--- src/rtl/csr_master_initiator.sv ---
// Single-outstanding CSR bus initiator: takes one client read/write, drives the
// pipelined CSR request, waits for acknowledge/read data, then reports completion.
module csr_master_initiator (
  input  logic        clk,
  input  logic        clk__enable,
  input  logic        reset,
  input  logic [15:0] master_timeout,
  input  logic        user_request__valid,
  input  logic        user_request__read_not_write,
  input  logic [15:0] user_request__select,
  input  logic [15:0] user_request__address,
  input  logic [31:0] user_request__data,
  output logic        user_ready,
  output logic        user_response__valid,
  output logic        user_response__error,
  output logic [31:0] user_response__read_data,
  output logic        csr_request__valid,
  output logic        csr_request__read_not_write,
  output logic [15:0] csr_request__select,
  output logic [15:0] csr_request__address,
  output logic [31:0] csr_request__data,
  input  logic        csr_response__acknowledge,
  input  logic        csr_response__read_data_valid,
  input  logic        csr_response__read_data_error,
  input  logic [31:0] csr_response__read_data
);

  typedef enum logic [1:0] {
    ST_IDLE      = 2'd0,
    ST_REQUEST   = 2'd1,
    ST_READ_WAIT = 2'd2,
    ST_COMPLETE  = 2'd3
  } state_t;

  state_t      r_state, w_state_nxt;

  logic        r_ready, w_ready_nxt;
  logic        r_resp_vld, w_resp_vld_nxt;
  logic        r_resp_err, w_resp_err_nxt;
  logic [31:0] r_resp_data, w_resp_data_nxt;
  logic        r_csr_vld, w_csr_vld_nxt;
  logic        r_csr_rnw, w_csr_rnw_nxt;
  logic [15:0] r_csr_sel, w_csr_sel_nxt;
  logic [15:0] r_csr_addr, w_csr_addr_nxt;
  logic [31:0] r_csr_data, w_csr_data_nxt;
  logic [15:0] r_cnt, w_cnt_nxt;

  // A counter loaded with 0 never reaches 1, so a zero timeout waits forever
  // without looking at the live master_timeout input.
  logic        w_expire;
  assign w_expire = (r_cnt == 16'd1);

  always_ff @(posedge clk or posedge reset) begin
    if (reset) begin
      r_state <= ST_IDLE;
    end else if (clk__enable) begin
      r_state <= w_state_nxt;
    end
  end

  always_comb begin
    w_state_nxt = r_state;
    case (r_state)
      ST_IDLE: begin
        if (user_request__valid) w_state_nxt = ST_REQUEST;
      end
      ST_REQUEST: begin
        if (csr_response__acknowledge)
          w_state_nxt = r_csr_rnw ? ST_READ_WAIT : ST_COMPLETE;
        else if (w_expire)
          w_state_nxt = ST_COMPLETE;
      end
      ST_READ_WAIT: begin
        if (csr_response__read_data_valid || w_expire) w_state_nxt = ST_COMPLETE;
      end
      ST_COMPLETE: w_state_nxt = ST_IDLE;
      default:     w_state_nxt = ST_IDLE;
    endcase
  end

  always_comb begin
    w_ready_nxt     = r_ready;
    w_resp_vld_nxt  = r_resp_vld;
    w_resp_err_nxt  = r_resp_err;
    w_resp_data_nxt = r_resp_data;
    w_csr_vld_nxt   = r_csr_vld;
    w_csr_rnw_nxt   = r_csr_rnw;
    w_csr_sel_nxt   = r_csr_sel;
    w_csr_addr_nxt  = r_csr_addr;
    w_csr_data_nxt  = r_csr_data;
    w_cnt_nxt       = r_cnt;
    case (r_state)
      ST_IDLE: begin
        if (user_request__valid) begin
          w_csr_vld_nxt  = 1'b1;
          w_csr_rnw_nxt  = user_request__read_not_write;
          w_csr_sel_nxt  = user_request__select;
          w_csr_addr_nxt = user_request__address;
          w_csr_data_nxt = user_request__data;
          w_ready_nxt    = 1'b0;
          w_cnt_nxt      = master_timeout;
        end
      end
      ST_REQUEST: begin
        // Acknowledge takes priority over a simultaneous timeout expiry.
        if (csr_response__acknowledge) begin
          w_csr_vld_nxt = 1'b0;
          w_cnt_nxt     = master_timeout;
          if (!r_csr_rnw) begin
            w_resp_vld_nxt  = 1'b1;
            w_resp_err_nxt  = 1'b0;
            w_resp_data_nxt = 32'd0;
          end
        end else if (w_expire) begin
          w_csr_vld_nxt   = 1'b0;
          w_resp_vld_nxt  = 1'b1;
          w_resp_err_nxt  = 1'b1;
          w_resp_data_nxt = 32'd0;
        end else if (r_cnt != 16'd0) begin
          w_cnt_nxt = r_cnt - 16'd1;
        end
      end
      ST_READ_WAIT: begin
        if (csr_response__read_data_valid) begin
          w_resp_vld_nxt  = 1'b1;
          w_resp_err_nxt  = csr_response__read_data_error;
          w_resp_data_nxt = csr_response__read_data;
        end else if (w_expire) begin
          w_resp_vld_nxt  = 1'b1;
          w_resp_err_nxt  = 1'b1;
          w_resp_data_nxt = 32'd0;
        end else if (r_cnt != 16'd0) begin
          w_cnt_nxt = r_cnt - 16'd1;
        end
      end
      ST_COMPLETE: begin
        w_resp_vld_nxt  = 1'b0;
        w_resp_err_nxt  = 1'b0;
        w_resp_data_nxt = 32'd0;
        w_ready_nxt     = 1'b1;
      end
      default: ;
    endcase
  end

  always_ff @(posedge clk or posedge reset) begin
    if (reset) begin
      r_ready     <= 1'b1;
      r_resp_vld  <= 1'b0;
      r_resp_err  <= 1'b0;
      r_resp_data <= 32'd0;
      r_csr_vld   <= 1'b0;
      r_csr_rnw   <= 1'b0;
      r_csr_sel   <= 16'd0;
      r_csr_addr  <= 16'd0;
      r_csr_data  <= 32'd0;
      r_cnt       <= 16'd0;
    end else if (clk__enable) begin
      r_ready     <= w_ready_nxt;
      r_resp_vld  <= w_resp_vld_nxt;
      r_resp_err  <= w_resp_err_nxt;
      r_resp_data <= w_resp_data_nxt;
      r_csr_vld   <= w_csr_vld_nxt;
      r_csr_rnw   <= w_csr_rnw_nxt;
      r_csr_sel   <= w_csr_sel_nxt;
      r_csr_addr  <= w_csr_addr_nxt;
      r_csr_data  <= w_csr_data_nxt;
      r_cnt       <= w_cnt_nxt;
    end
  end

  assign user_ready                  = r_ready;
  assign user_response__valid        = r_resp_vld;
  assign user_response__error        = r_resp_err;
  assign user_response__read_data    = r_resp_data;
  assign csr_request__valid          = r_csr_vld;
  assign csr_request__read_not_write = r_csr_rnw;
  assign csr_request__select         = r_csr_sel;
  assign csr_request__address        = r_csr_addr;
  assign csr_request__data           = r_csr_data;

endmodule

--- config.mk ---
export PLATFORM = sky130hd
export DESIGN_NAME = csr_master_initiator
export DESIGN_NICKNAME = d
export VERILOG_FILES = /design/src/rtl/csr_master_initiator.sv
export SDC_FILE = /design/constraint.sdc
export NUM_CORES = 1
export LEC_CHECK = 0
export ABC_AREA = 1
export BUFFER_PORTS_ARGS = -buffer_cell sky130_fd_sc_hd__buf_2
export CELL_PAD_IN_SITES_DETAIL_PLACEMENT = 1
export CELL_PAD_IN_SITES_GLOBAL_PLACEMENT = 2
export CORE_MARGIN = 4
export CORE_UTILIZATION = 29
export DETAILED_ROUTE_END_ITERATION = 12
export GPL_ROUTABILITY_DRIVEN = 1
export PLACE_DENSITY = 0.94
export SETUP_SLACK_MARGIN = 0.2
export SLEW_MARGIN = 10
export SYNTH_ARGS = -nofsm -noshare
export SYNTH_HDL_FRONTEND = slang
export SYNTH_SLANG_ARGS = --single-unit
--- constraint.sdc ---
create_clock -name clk -period 9.6 [get_ports clk]
set_input_delay 0.48 -clock clk [delete_from_list [all_inputs] [get_ports clk]]
set_output_delay 0.48 -clock clk [all_outputs]
set_load 0.02 [all_outputs]
==> key figures, run 1 <==
Timing
  – Fmax: 365.0 MHz
  – RSZ-0062 raised after global routing: false
  – Number of setup violations in the final report: 0
  – Pins Over Slew Limit: 0
  – Hold Vio Cnt, Final: 0
  – Post-Route Skew: 0.007920 ns
  – Tcrit/Tclk final: 28.54%
  – Slew of the pin with the lowest slew margin: 1.115 ns
  – Setup TNS: 0 ns
  – Slew HR: 25.66%
  – Final min period: 2.739 ns

Job
  – Max-Cap Viols: 0

Critical path
  – Worst Path Required: 9.94 ns
  – Setup crit end kind: flip-flop
  – Worst r2r dst: user_ready
  – Path depth of the worst reg2reg path: 7
  – Critical Path Start Type: flip-flop
  – Kind of critical path: flip-flop to flip-flop
  – CP Max Fanout: 67
  – Crit path DAT: 3.08 ns
  – RR Startpoint: r_state[0]
  – Worst R2R Setup Slack: 6.86 ns

Cells and area
  – Fraction of layout cells with a size suffix above 1: 31.07%
  – Fin area: 7626 µm²
  – Number of fill cells in the layout: 2486
  – Area of the multi-input gates: 2317 µm²
  – Register area: 2979 µm²
  – Area grow syn2layout: 31.98%
  – Final Net Count: 1056

Detailed routing
  – DRT iter0 DRCs: 163
  – Via density: 4.542
  – Metal3 WL: 1640 µm
  – Drt pass-1 iters: 4
  – DRT met1 WL: 7787 µm
  – WL/cell: 15.29 µm
  – Antenna-violating nets left: 0
  – DRC errors left: 0
  – Post-Route WL: 18490 µm
  – Metal2 WL: 8754 µm
  – Highest routed metal layer: met5
  – Via count: 5491

Logic synthesis
  – Synth cell types: 37
  – Avg Inst Size Synth: 8.014 µm²
  – Synth Instances: 721
  – Syn_nets: 847
  – Mapped Area: 5778 µm²
  – Sequential area share after synthesis: 51.56%
  – Seq cells post-synth: 119
  – Ys Warns: 0

Clock tree
  – Clk_lat worst skew: 0.41 ns
  – CTS tree: yes
  – Post-CTS Resized: 0
  – Clk buf depth: 2
  – Post-CTS Setup Bufs: 0
  – H-Tree Depth: 4
  – Root Buffer: clkbuf_16
  – Cts bufs inserted: 17
  – Post-CTS Hold Fix Bufs: 0
  – Clk slew on worst S/H paths: 0.06 ns
  – # clock sinks: 119

Floorplanning
  – Die height: 149.2 µm
  – Starting density of the core: 29.59%
  – Core Area: 19530 µm²
  – Die X: 149.2 µm
  – Io pins: 221
  – Rows: 51
  – Full die area: 22250 µm²

Global route
  – Total Routing Usage GR: 16.93%
  – Largest net degree at the start of global routing: 68
  – Global-route wire length before repair: 29990 µm
  – Vias in the first global route: 5872
  – GRT overflow: 0
  – Initial antenna violation count: 3

Placed design
  – Placement Cell Area: 7042 µm²
  – GP Congestion: 0.7705
  – IO buf count: 220
  – Dpl hpwl: 13270 µm

Power
  – P_leak: 4.205 nW
  – Max VDD drop: 0.1379 mV
  – Internal power: 1.510 mW
  – PwrDens: 366.3 nW/µm²
  – Seq pwr share: 32.5%
  – Switching Share: 45.93%
  – Combinational share of power: 44.7%
  – Sw power: 1.283 mW
  – Clock group share of total power: 22.8%

Hold path
  – Hold Path Class: input pin to asynchronous set/reset pin

Outcome
  – Outcome: finished clean
==> through the flow <==
step	util [%]	power [mW]	std cells	hold WS, ns	worst slack, ns
2_1_floorplan	-	1.751	721	0.5140	5.964
3_3_place_gp	36.06	2.147	1176	0.4497	6.856
3_5_place_dp	36.06	2.188	1176	0.4548	6.815
4_1_cts	39.04	2.844	1208	0.2403	6.797
5_1_grt	39.06	3.023	1209	0.2390	6.620
6_report	39.06	2.793	1209	0.2126	6.861
==> worst max-delay path by stage <==
stage	startpoint	endpoint	slack, ns	cells after the start
2_1_floorplan	reset	csr_request__address[0]	5.96	1
3_3_place_gp	r_state[0]	user_ready	6.86	7
3_5_place_dp	r_state[0]	user_ready	6.82	7
4_1_cts	r_state[0]	user_ready	6.80	7
5_1_grt	r_state[0]	user_ready	6.62	7
6_report	r_state[0]	user_ready	6.86	7
==> cell families after synthesis <==
logic type / share of synthesized area [%]
compound gates: 9.593
fa+ha+maj: 1.299
buf+inv: 8.337
flops: 51.56
simple gates: 29.21
==> critical path, stage by stage, from the launching register on <==
cell and delay [ns]:
dfrtp_1 0.40, inv_1 0.13, ha_1 0.27, inv_2 0.07
nor3_4 0.16, buf_4 0.57, inv_2 0.62, a22o_1 0.37
==> registers in the layout, indices dropped and copies added, names as in the netlist <==
register                     count
csr_request__address            16
r_cnt                           16
csr_request__select             16
user_response__read_data        32
user_response__valid             1
csr_request__read_not_write      1
csr_request__valid               1
user_ready                       1
user_response__error             1
r_state                          2
csr_request__data               32
==> power groups by stage <==
stage	Sequential, mW	Combinational, mW	Clock, mW
5_1_grt	0.943	1.40	0.680
4_1_cts	0.912	1.28	0.656
2_1_floorplan	1.15	0.605	0
6_report	0.909	1.25	0.636
3_3_place_gp	0.909	1.24	0
3_5_place_dp	0.913	1.27	0
==> cell usage after synthesis <==
cell / number / share of area (%)
nand2_1: 273 / 18
dfrtp_1: 118 / 51
inv_1: 71 / 4.6
nand3_1: 58 / 5.0
o21ai_1: 37 / 3.2
nor2_1: 29 / 1.9
a21oi_1: 25 / 2.2
buf_2: 14 / 1.2
o21ai_0: 11 / 0.95
nand4_1: 10 / 1.1
nand2_2: 8 / 0.87
buf_4: 7 / 0.91
clkbuf_1: 7 / 0.45
a22oi_1: 6 / 0.78
ha_1: 6 / 1.3
inv_2: 6 / 0.39
nor2_2: 6 / 0.65
nor2_4: 4 / 0.78
buf_6: 3 / 0.58
o21bai_1: 3 / 0.39
a21oi_4: 2 / 0.56
nand2_4: 2 / 0.39
a21boi_0: 1 / 0.13
a21oi_2: 1 / 0.15
a22o_1: 1 / 0.15
a22oi_2: 1 / 0.22
a31o_2: 1 / 0.15
a31oi_1: 1 / 0.11
buf_1: 1 / 0.065
dfstp_2: 1 / 0.45
inv_4: 1 / 0.11
nand3_2: 1 / 0.17
nor2_8: 1 / 0.35
nor3_4: 1 / 0.28
o211ai_1: 1 / 0.13
o21ai_4: 1 / 0.28
o22ai_2: 1 / 0.22
==> area by class of cell <==
cell class / count / area share (%)
Inverter: 78 / 3.905
Clock buffer: 17 / 5.578
Tap cell: 265 / 4.348
Multi-Input combinational cell: 492 / 30.39
Sequential cell: 119 / 39.06
Clock inverter: 15 / 2.051
Timing Repair Buffer: 222 / 14.63
Antenna cell: 1 / 0.03281
==> placed cells by master (no fill, tap or decap), types with 8 or more instances in the layout <==
cell type / Yosys / layout
a21oi_1: 25 / 25
nand2_1: 273 / 273
nand4_1: 10 / 10
buf_2: 14 / 220
o21ai_1: 37 / 37
clkbuf_16: 0 / 17
nand3_1: 58 / 58
nor2_1: 29 / 29
nand2_2: 8 / 8
inv_1: 71 / 70
o21ai_0: 11 / 11
dfrtp_1: 118 / 118
==> routing by layer <==
metal  vias up  global-route usage, %
met1      2612                  19.98
met3        20                  7.688
met4         4                  4.851
met2       161                  27.88
li1       2694                      -
met5         -                      0
Note: power is estimated with default switching activity, not from simulation.
==> inputs of run 2 (changes only) <==
--- a/config.mk
+++ b/config.mk
@@ -5,15 +5,15 @@
 export SDC_FILE = /design/constraint.sdc
 export NUM_CORES = 1
 export LEC_CHECK = 0
-export ABC_AREA = 1
+export ABC_AREA = 0
 export BUFFER_PORTS_ARGS = -buffer_cell sky130_fd_sc_hd__buf_2
 export CELL_PAD_IN_SITES_DETAIL_PLACEMENT = 1
 export CELL_PAD_IN_SITES_GLOBAL_PLACEMENT = 2
 export CORE_MARGIN = 4
-export CORE_UTILIZATION = 29
+export CORE_UTILIZATION = 30
 export DETAILED_ROUTE_END_ITERATION = 12
 export GPL_ROUTABILITY_DRIVEN = 1
-export PLACE_DENSITY = 0.94
+export PLACE_DENSITY = 0.9
 export SETUP_SLACK_MARGIN = 0.2
 export SLEW_MARGIN = 10
 export SYNTH_ARGS = -nofsm -noshare
==> constraint.sdc (replaced) <==
create_clock -name clk -period 2.7 [get_ports clk]
set_input_delay 0.135 -clock clk [delete_from_list [all_inputs] [get_ports clk]]
set_output_delay 0.135 -clock clk [all_outputs]
set_load 0.02 [all_outputs]
==> key figures, run 2 <==
Clock tree
  – Clk buf depth: 2 (unchanged)
  – Post-CTS Setup Bufs: 0 (unchanged)
  – CTS tree: yes (unchanged)
  – Root Buffer: clkbuf_16 (unchanged)
  – H-Tree Depth: 4 (unchanged)
  – # clock sinks: 119 (unchanged)
  – Clk slew on worst S/H paths: 0.06 ns (about the same)
  – Clk_lat worst skew: 0.41 ns (about the same)
  – Cts bufs inserted: 17 (unchanged)

Placed design
  – GP Congestion: 0.8308 (was 0.7705)
  – Placed Cells: 846 (was 1176)
  – Dpl hpwl: 11920 µm (was 13270 µm)
  – Pre-CTS WS: 0.1537 ns (was 6.815 ns)
  – IO buf count: 220 (unchanged)

Cells and area
  – Finished Layout Cells: 981 (was 1209)
  – Register area: 2979 µm² (unchanged)
  – Final Net Count: 872 (was 1056)
  – Final core utilization: 48.89% (was 39.06%)
  – Area grow syn2layout: 57.90% (was 31.98%)
  – Most frequent cells in the layout: 220 x buf_2, 118 x dfrtp_1, 101 x dlygate4sd3_1, 66 x mux2_2, 31 x a22o_1 (was 273 x nand2_1, 220 x buf_2, 118 x dfrtp_1, 70 x inv_1, 58 x nand3_1)
  – Number of fill cells in the layout: 1870 (was 2486)
  – Most common library cell in the layout ignoring fill and taps: buf_2 (was nand2_1)
  – Fraction of layout cells with a size suffix above 1: 45.32% (was 31.07%)
  – Area of the multi-input gates: 2083 µm² (was 2317 µm²)

Timing
  – RSZ-0062 raised after global routing: false (unchanged)
  – Pins Over Slew Limit: 0 (unchanged)
  – Final setup margin: 0.4250 ns (was 6.861 ns)
  – Slew of the pin with the lowest slew margin: 0.9845 ns (was 1.115 ns)
  – Number of setup violations in the final report: 0 (unchanged)
  – Tcrit/Tclk final: 84.26% (was 28.54%)
  – Hold Vio Cnt, Final: 0 (unchanged)
  – Setup TNS: 0 ns (unchanged)
  – Post-Route Skew: 0.009466 ns (was 0.007920 ns)
  – Slew HR: 34.23% (was 25.66%)
  – Fmax: 439.6 MHz (was 365.0 MHz)
  – Final min period: 2.275 ns (was 2.739 ns)
  – Worst hold slack: 0.05146 ns (was 0.2126 ns)

Detailed routing
  – DRT iter0 DRCs: 150 (was 163)
  – WL/cell: 19.28 µm (was 15.29 µm)
  – Post-Route WL: 18910 µm (was 18490 µm)
  – DRC errors left: 0 (unchanged)
  – Via density: 4.897 (was 4.542)
  – Drt pass-1 iters: 4 (unchanged)
  – Via count: 4804 (was 5491)
  – Antenna-violating nets left: 0 (unchanged)

Global route
  – Initial antenna violation count: 2 (was 3)
  – Total Routing Usage GR: 19.49% (was 16.93%)
  – Vias in the first global route: 5537 (was 5872)
  – Largest net degree at the start of global routing: 67 (was 68)
  – GRT overflow: 0 (unchanged)
  – Global-route wire length before repair: 30080 µm (was 29990 µm)

Critical path
  – Path depth of the worst reg2reg path: 6 (was 7)
  – Worst R2R Setup Slack: 0.43 ns (was 6.86 ns)
  – Worst Path Required: 2.99 ns (was 9.94 ns)
  – Crit path DAT: 2.57 ns (was 3.08 ns)
  – RR Startpoint: r_cnt[8] (was r_state[0])
  – Kind of critical path: flip-flop to flip-flop (unchanged)
  – Critical Path Start Type: flip-flop (unchanged)
  – CP Max Fanout: 32 (was 67)
  – Worst r2r dst: user_response__read_data[8] (was user_ready)
  – Setup crit end kind: flip-flop (unchanged)

Logic synthesis
  – Most common cell in the netlist: dfrtp_1 (was nand2_1)
  – Sequential area share after synthesis: 57.21% (was 51.56%)
  – Main combinational cell family by area after synthesis: compound AO/OA/AOI/OAI gates (was simple AND/OR/NAND/NOR gates)
  – Mapped Area: 5207 µm² (was 5778 µm²)
  – Share of the synthesized area in the top cell type: 56.70% (was 51.10%)
  – Top_reg_cell synth: dfrtp_1 (unchanged)
  – Synth cell types: 52 (was 37)
  – Avg Inst Size Synth: 12.49 µm² (was 8.014 µm²)
  – Top cells by area, synth: dfrtp_1 57%, mux2_2 14%, a22o_1 5.2%, a21oi_1 1.8%, nand2_1 1.7% (was dfrtp_1 51%, nand2_1 18%, nand3_1 5.0%, inv_1 4.6%, o21ai_1 3.2%)
  – Post-synth EDFFs: 0 (unchanged)
  – Most frequent cells after synthesis: 118 x dfrtp_1, 66 x mux2_2, 31 x a22o_1 (was 273 x nand2_1, 118 x dfrtp_1, 71 x inv_1)
  – Mux share of post-synthesis cell area: 14.46% (was 0%)
  – Synth Area in Compound Gates: 15.06% (was 9.593%)
  – Ys async rst share: 100.0% (unchanged)
  – Synth Instances: 417 (was 721)
  – Ys Warns: 0 (unchanged)
  – Post-synthesis xor/xnor area fraction: 0% (unchanged)
  – Seq cells post-synth: 119 (unchanged)
  – Simple-Gate Fraction of Synth Area: 8.650% (was 29.21%)
  – Post-Synth Adder-Cell Area: 1.442% (was 1.299%)
  – Syn_nets: 543 (was 847)
  – Largest area contributor in the netlist: dfrtp_1 (unchanged)

Power
  – PwrDens: 1223 nW/µm² (was 366.3 nW/µm²)
  – P_leak: 4.013 nW (was 4.205 nW)
  – Internal power: 5.959 mW (was 1.510 mW)
  – Sw power: 4.100 mW (was 1.283 mW)
  – Combinational share of power: 44.9% (was 44.7%)
  – Clock group share of total power: 23.2% (was 22.8%)
  – Switching Share: 40.76% (was 45.93%)
  – Max VDD drop: 0.5683 mV (was 0.1379 mV)
  – Seq pwr share: 31.9% (was 32.5%)

Floorplanning
  – Full die area: 19530 µm² (was 22250 µm²)
  – Starting density of the core: 30.96% (was 29.59%)
  – Rows: 47 (was 51)
  – Io pins: 221 (unchanged)
  – Die X: 139.8 µm (was 149.2 µm)
  – Die height: 139.8 µm (was 149.2 µm)
  – Core Area: 16820 µm² (was 19530 µm²)

Outcome
  – Outcome: finished clean (unchanged)

Hold path
  – Worst hold path endpoint: r_cnt[12]
  – Hold Path Class: input pin to flip-flop (was input pin to asynchronous set/reset pin)
  – Hold_sp: master_timeout[12]
  – Hold depth: 3

Job
  – Max-Cap Viols: 0 (unchanged)
run 2: cells by family (layout without fill, tap and decap cells):
logic type	Yosys count	count (layout)
muxes	67	67
other	0	2
buffers and inverters	33	375
and+or+nand+nor	85	85
adders and majority gates	6	6
DFF	119	119
AOI/OAI and AO/OA	107	107
run 2: layout make-up:
cell class                      count  area share, %
Inverter                            9         0.4565
Tap cell                          220          3.348
Timing Repair Buffer              334          27.18
Clock buffer                       21          5.600
Antenna cell                        2        0.06086
Multi-Input combinational cell    265          25.33
Clock inverter                     11          1.796
Sequential cell                   119          36.23
run 2: critical path, cell delays in order (launching register included):
cell     delay (ns)
dfrtp_1        0.44
or4_4          0.61
nor4_4         0.33
a21oi_1        0.09
or2_1          0.20
buf_4          0.23
a22o_2         0.24
run 2: timing repair:
| action | in CTS | in global routing |
|---|---|---|
| endpoints found under the hold margin | 141 | 0 |
| cloned | 0 | 0 |
| endpoints found under the setup margin | 33 | 32 |
| hold buffers | 101 | 0 |
| resized for setup | 1 | 1 |
run 2: worst max-delay path by stage:
stage	from	to	slack [ns]
floorplan	r_cnt[8]	user_response__read_data[0]	0.47
finish	r_cnt[8]	user_response__read_data[8]	0.43
global placement	r_state[1]	user_response__read_data[7]	0.30
CTS	r_state[0]	user_response__read_data[6]	0.28
global route	r_state[1]	csr_request__data[1]	0.28
detailed placement	r_state[1]	user_response__read_data[7]	0.15
run 2: power groups by stage:
stage / combinational [mW] / sequential [mW] / clock (mW)
2_1_floorplan: 1.99 / 4.01 / 0
3_5_place_dp: 4.38 / 3.18 / 0
3_3_place_gp: 4.20 / 3.13 / 0
6_report: 4.51 / 3.21 / 2.34
5_1_grt: 4.86 / 3.31 / 2.48
4_1_cts: 4.52 / 3.18 / 2.40
run 2: through the flow:
| stage | total power, mW | cell area [µm²] |
|---|---|---|
| 2_1_floorplan | 5.993 | 5211 |
| 3_3_place_gp | 7.336 | 6594 |
| 3_5_place_dp | 7.558 | 6594 |
| 4_1_cts | 10.10 | 8218 |
| 5_1_grt | 10.65 | 8220 |
| 6_report | 10.06 | 8223 |
run 2: metal layers:
layer	track usage, %	vias to the layer above	share of wire (%)
li1	-	2211	-
met5	0	-	0.037
met4	7.343	2	2.5
met3	5.935	35	6.8
met1	21.20	2388	37
met2	35.50	168	54
==> inputs of run 3 (changes only) <==
==> constraint.sdc (replaced) <==
create_clock -name clk -period 2.26 [get_ports clk]
set_input_delay 0.113 -clock clk [delete_from_list [all_inputs] [get_ports clk]]
set_output_delay 0.113 -clock clk [all_outputs]
set_load 0.02 [all_outputs]
==> key figures, run 3 (synthesis results as in run 2) <==
Floorplanning
  – Io pins: 221 (unchanged)
  – Die X: 139.8 µm (unchanged)
  – Rows: 47 (unchanged)
  – Die height: 139.8 µm (unchanged)
  – Starting density of the core: 30.96% (unchanged)
  – Core Area: 16820 µm² (unchanged)
  – Full die area: 19530 µm² (unchanged)

Detailed routing
  – WL/cell: 20.00 µm (was 19.28 µm)
  – Antenna-violating nets left: 0 (unchanged)
  – DRC errors left: 0 (unchanged)
  – Post-Route WL: 20420 µm (was 18910 µm)
  – Via density: 4.995 (was 4.897)
  – DRT iter0 DRCs: 149 (was 150)
  – Via count: 5100 (was 4804)
  – Drt pass-1 iters: 6 (was 4)

Timing
  – Setup TNS: 0 ns (unchanged)
  – Number of setup violations in the final report: 0 (unchanged)
  – Slew HR: 43.53% (was 34.23%)
  – Final min period: 2.189 ns (was 2.275 ns)
  – Post-Route Skew: 0.007944 ns (was 0.009466 ns)
  – RSZ-0062 raised after global routing: true (was false)
  – Slew of the pin with the lowest slew margin: 0.8471 ns (was 0.9845 ns)
  – Fmax: 456.9 MHz (was 439.6 MHz)
  – Pins Over Slew Limit: 0 (unchanged)
  – Worst hold slack: 0.02854 ns (was 0.05146 ns)
  – Hold Vio Cnt, Final: 0 (unchanged)
  – Tcrit/Tclk final: 96.84% (was 84.26%)

Global route
  – Met1 Track Usage GR: 22.42% (was 21.20%)
  – Vias in the first global route: 5817 (was 5537)
  – Met2 Track Usage GR: 37.66% (was 35.50%)
  – Initial antenna violation count: 3 (was 2)
  – Largest net degree at the start of global routing: 65 (was 67)
  – Global-route wire length before repair: 32060 µm (was 30080 µm)
  – GRT overflow: 0 (unchanged)
  – Busiest grt layer: met2 (unchanged)
  – Met3 GRT Util: 5.901% (was 5.935%)
  – Total Routing Usage GR: 20.45% (was 19.49%)

Power
  – Combinational share of power: 49.2% (was 44.9%)
  – Total power: 12.94 mW (was 10.06 mW)
  – Sw power: 5.262 mW (was 4.100 mW)
  – PwrDens: 1485 nW/µm² (was 1223 nW/µm²)
  – P_leak: 4.273 nW (was 4.013 nW)
  – Max VDD drop: 0.6173 mV (was 0.5683 mV)
  – Internal power: 7.676 mW (was 5.959 mW)
  – Seq pwr share: 29.1% (was 31.9%)
  – Switching Share: 40.67% (was 40.76%)
  – Clock group share of total power: 21.7% (was 23.2%)

Cells and area
  – Area grow syn2layout: 67.35% (was 57.90%)
  – Most common library cell in the layout ignoring fill and taps: buf_2 (unchanged)
  – Most frequent cells in the layout: 221 x buf_2, 118 x dfrtp_1, 103 x dlygate4sd3_1, 65 x mux2_2, 43 x buf_4 (was 220 x buf_2, 118 x dfrtp_1, 101 x dlygate4sd3_1, 66 x mux2_2, 31 x a22o_1)
  – Fraction of layout cells with a size suffix above 1: 50.44% (was 45.32%)
  – Finished Layout Cells: 1021 (was 981)
  – Final Net Count: 913 (was 872)
  – Final core utilization: 51.82% (was 48.89%)

Placed design
  – IO buf count: 220 (unchanged)
  – GP Congestion: 0.8292 (was 0.8308)
  – Placed Cells: 867 (was 846)
  – Dpl hpwl: 12230 µm (was 11920 µm)

Critical path
  – Critical Path Start Type: flip-flop (unchanged)
  – Setup crit end kind: flip-flop (unchanged)
  – Worst Path Required: 2.56 ns (was 2.99 ns)
  – Kind of critical path: flip-flop to flip-flop (unchanged)
  – CP Max Fanout: 8 (was 32)
  – Crit path DAT: 2.49 ns (was 2.57 ns)

Clock tree
  – Clk slew on worst S/H paths: 0.06 ns (about the same)
  – CTS tree: yes (unchanged)
  – Clk buf depth: 2 (unchanged)
  – Root Buffer: clkbuf_16 (unchanged)
  – # clock sinks: 119 (unchanged)
  – Cts bufs inserted: 17 (unchanged)
  – H-Tree Depth: 4 (unchanged)
  – Clk_lat worst skew: 0.41 ns (about the same)

Job
  – Max-Cap Viols: 0 (unchanged)

Outcome
  – Outcome: finished clean (unchanged)

Hold path
  – Hold Path Class: input pin to flip-flop (unchanged)
run 3: area by class of cell:
cell class | instances | area, µm²
antenna | 2 | 5.005
fill | 1836 | 8104
timing repair buffer | 374 | 2597
multi-input combinational | 266 | 2207
clock inverter | 13 | 173.9
clock buffer | 18 | 439.2
tap | 220 | 275.3
inverter | 9 | 37.54
sequential | 119 | 2979
run 3: metrics by stage:
step	area [µm²]	setup slack, ns
floorplan	5216	0.08401
global placement	6769	0.05103
detailed placement	6769	-0.1583
CTS	8564	0.07761
global route	8715	-0.01433
finish	8715	0.07140
run 3: repair_timing:
action	in CTS	in global routing
endpoints found under the setup margin	37	52
pin swaps	12	10
resized for setup	12	25
cloned	2	2
buffers inserted	6	8
hold endpoints to repair	157	0
hold buffers	103	0
run 3: path summary, 6_finish.rpt:
path	slack, ns	startpoint	cells past startpoint	endpoint
max in group asynchronous	1.14	reset	4	csr_request__data[25]
min reg2reg	0.50	csr_request__address[9]	1	csr_request__address[9]
max reg2reg	0.07	r_cnt[8]	6	user_response__read_data[7]
min	0.03	master_timeout[8]	3	r_cnt[8]
min in group asynchronous	0.50	reset	4	user_response__read_data[13]
max	0.07	r_cnt[8]	6	user_response__read_data[7]
run 3: per-layer routing:
metal / share of wire [%] / vias up
met5: 0.034 / -
met4: 2.3 / 2
met3: 5.9 / 38
met2: 54 / 190
met1: 38 / 2568
li1: - / 2302
run 3: power by group through the flow:
stage,clock network (mW),logic [mW],registers (mW)
final,2.81,6.36,3.77
after global routing,2.97,6.82,3.89
after CTS,2.85,6.00,3.74
after floorplan,0,2.38,4.79
after detailed placement,0,5.57,3.74
after global placement,0,5.38,3.69
run 3: worst max-delay path, cell delays in order (launching register included):
cell     delay [ns]
dfrtp_1        0.38
or4_4          0.57
nor4_4         0.33
a21oi_1        0.11
or2_4          0.31
buf_12         0.16
a22o_4         0.21
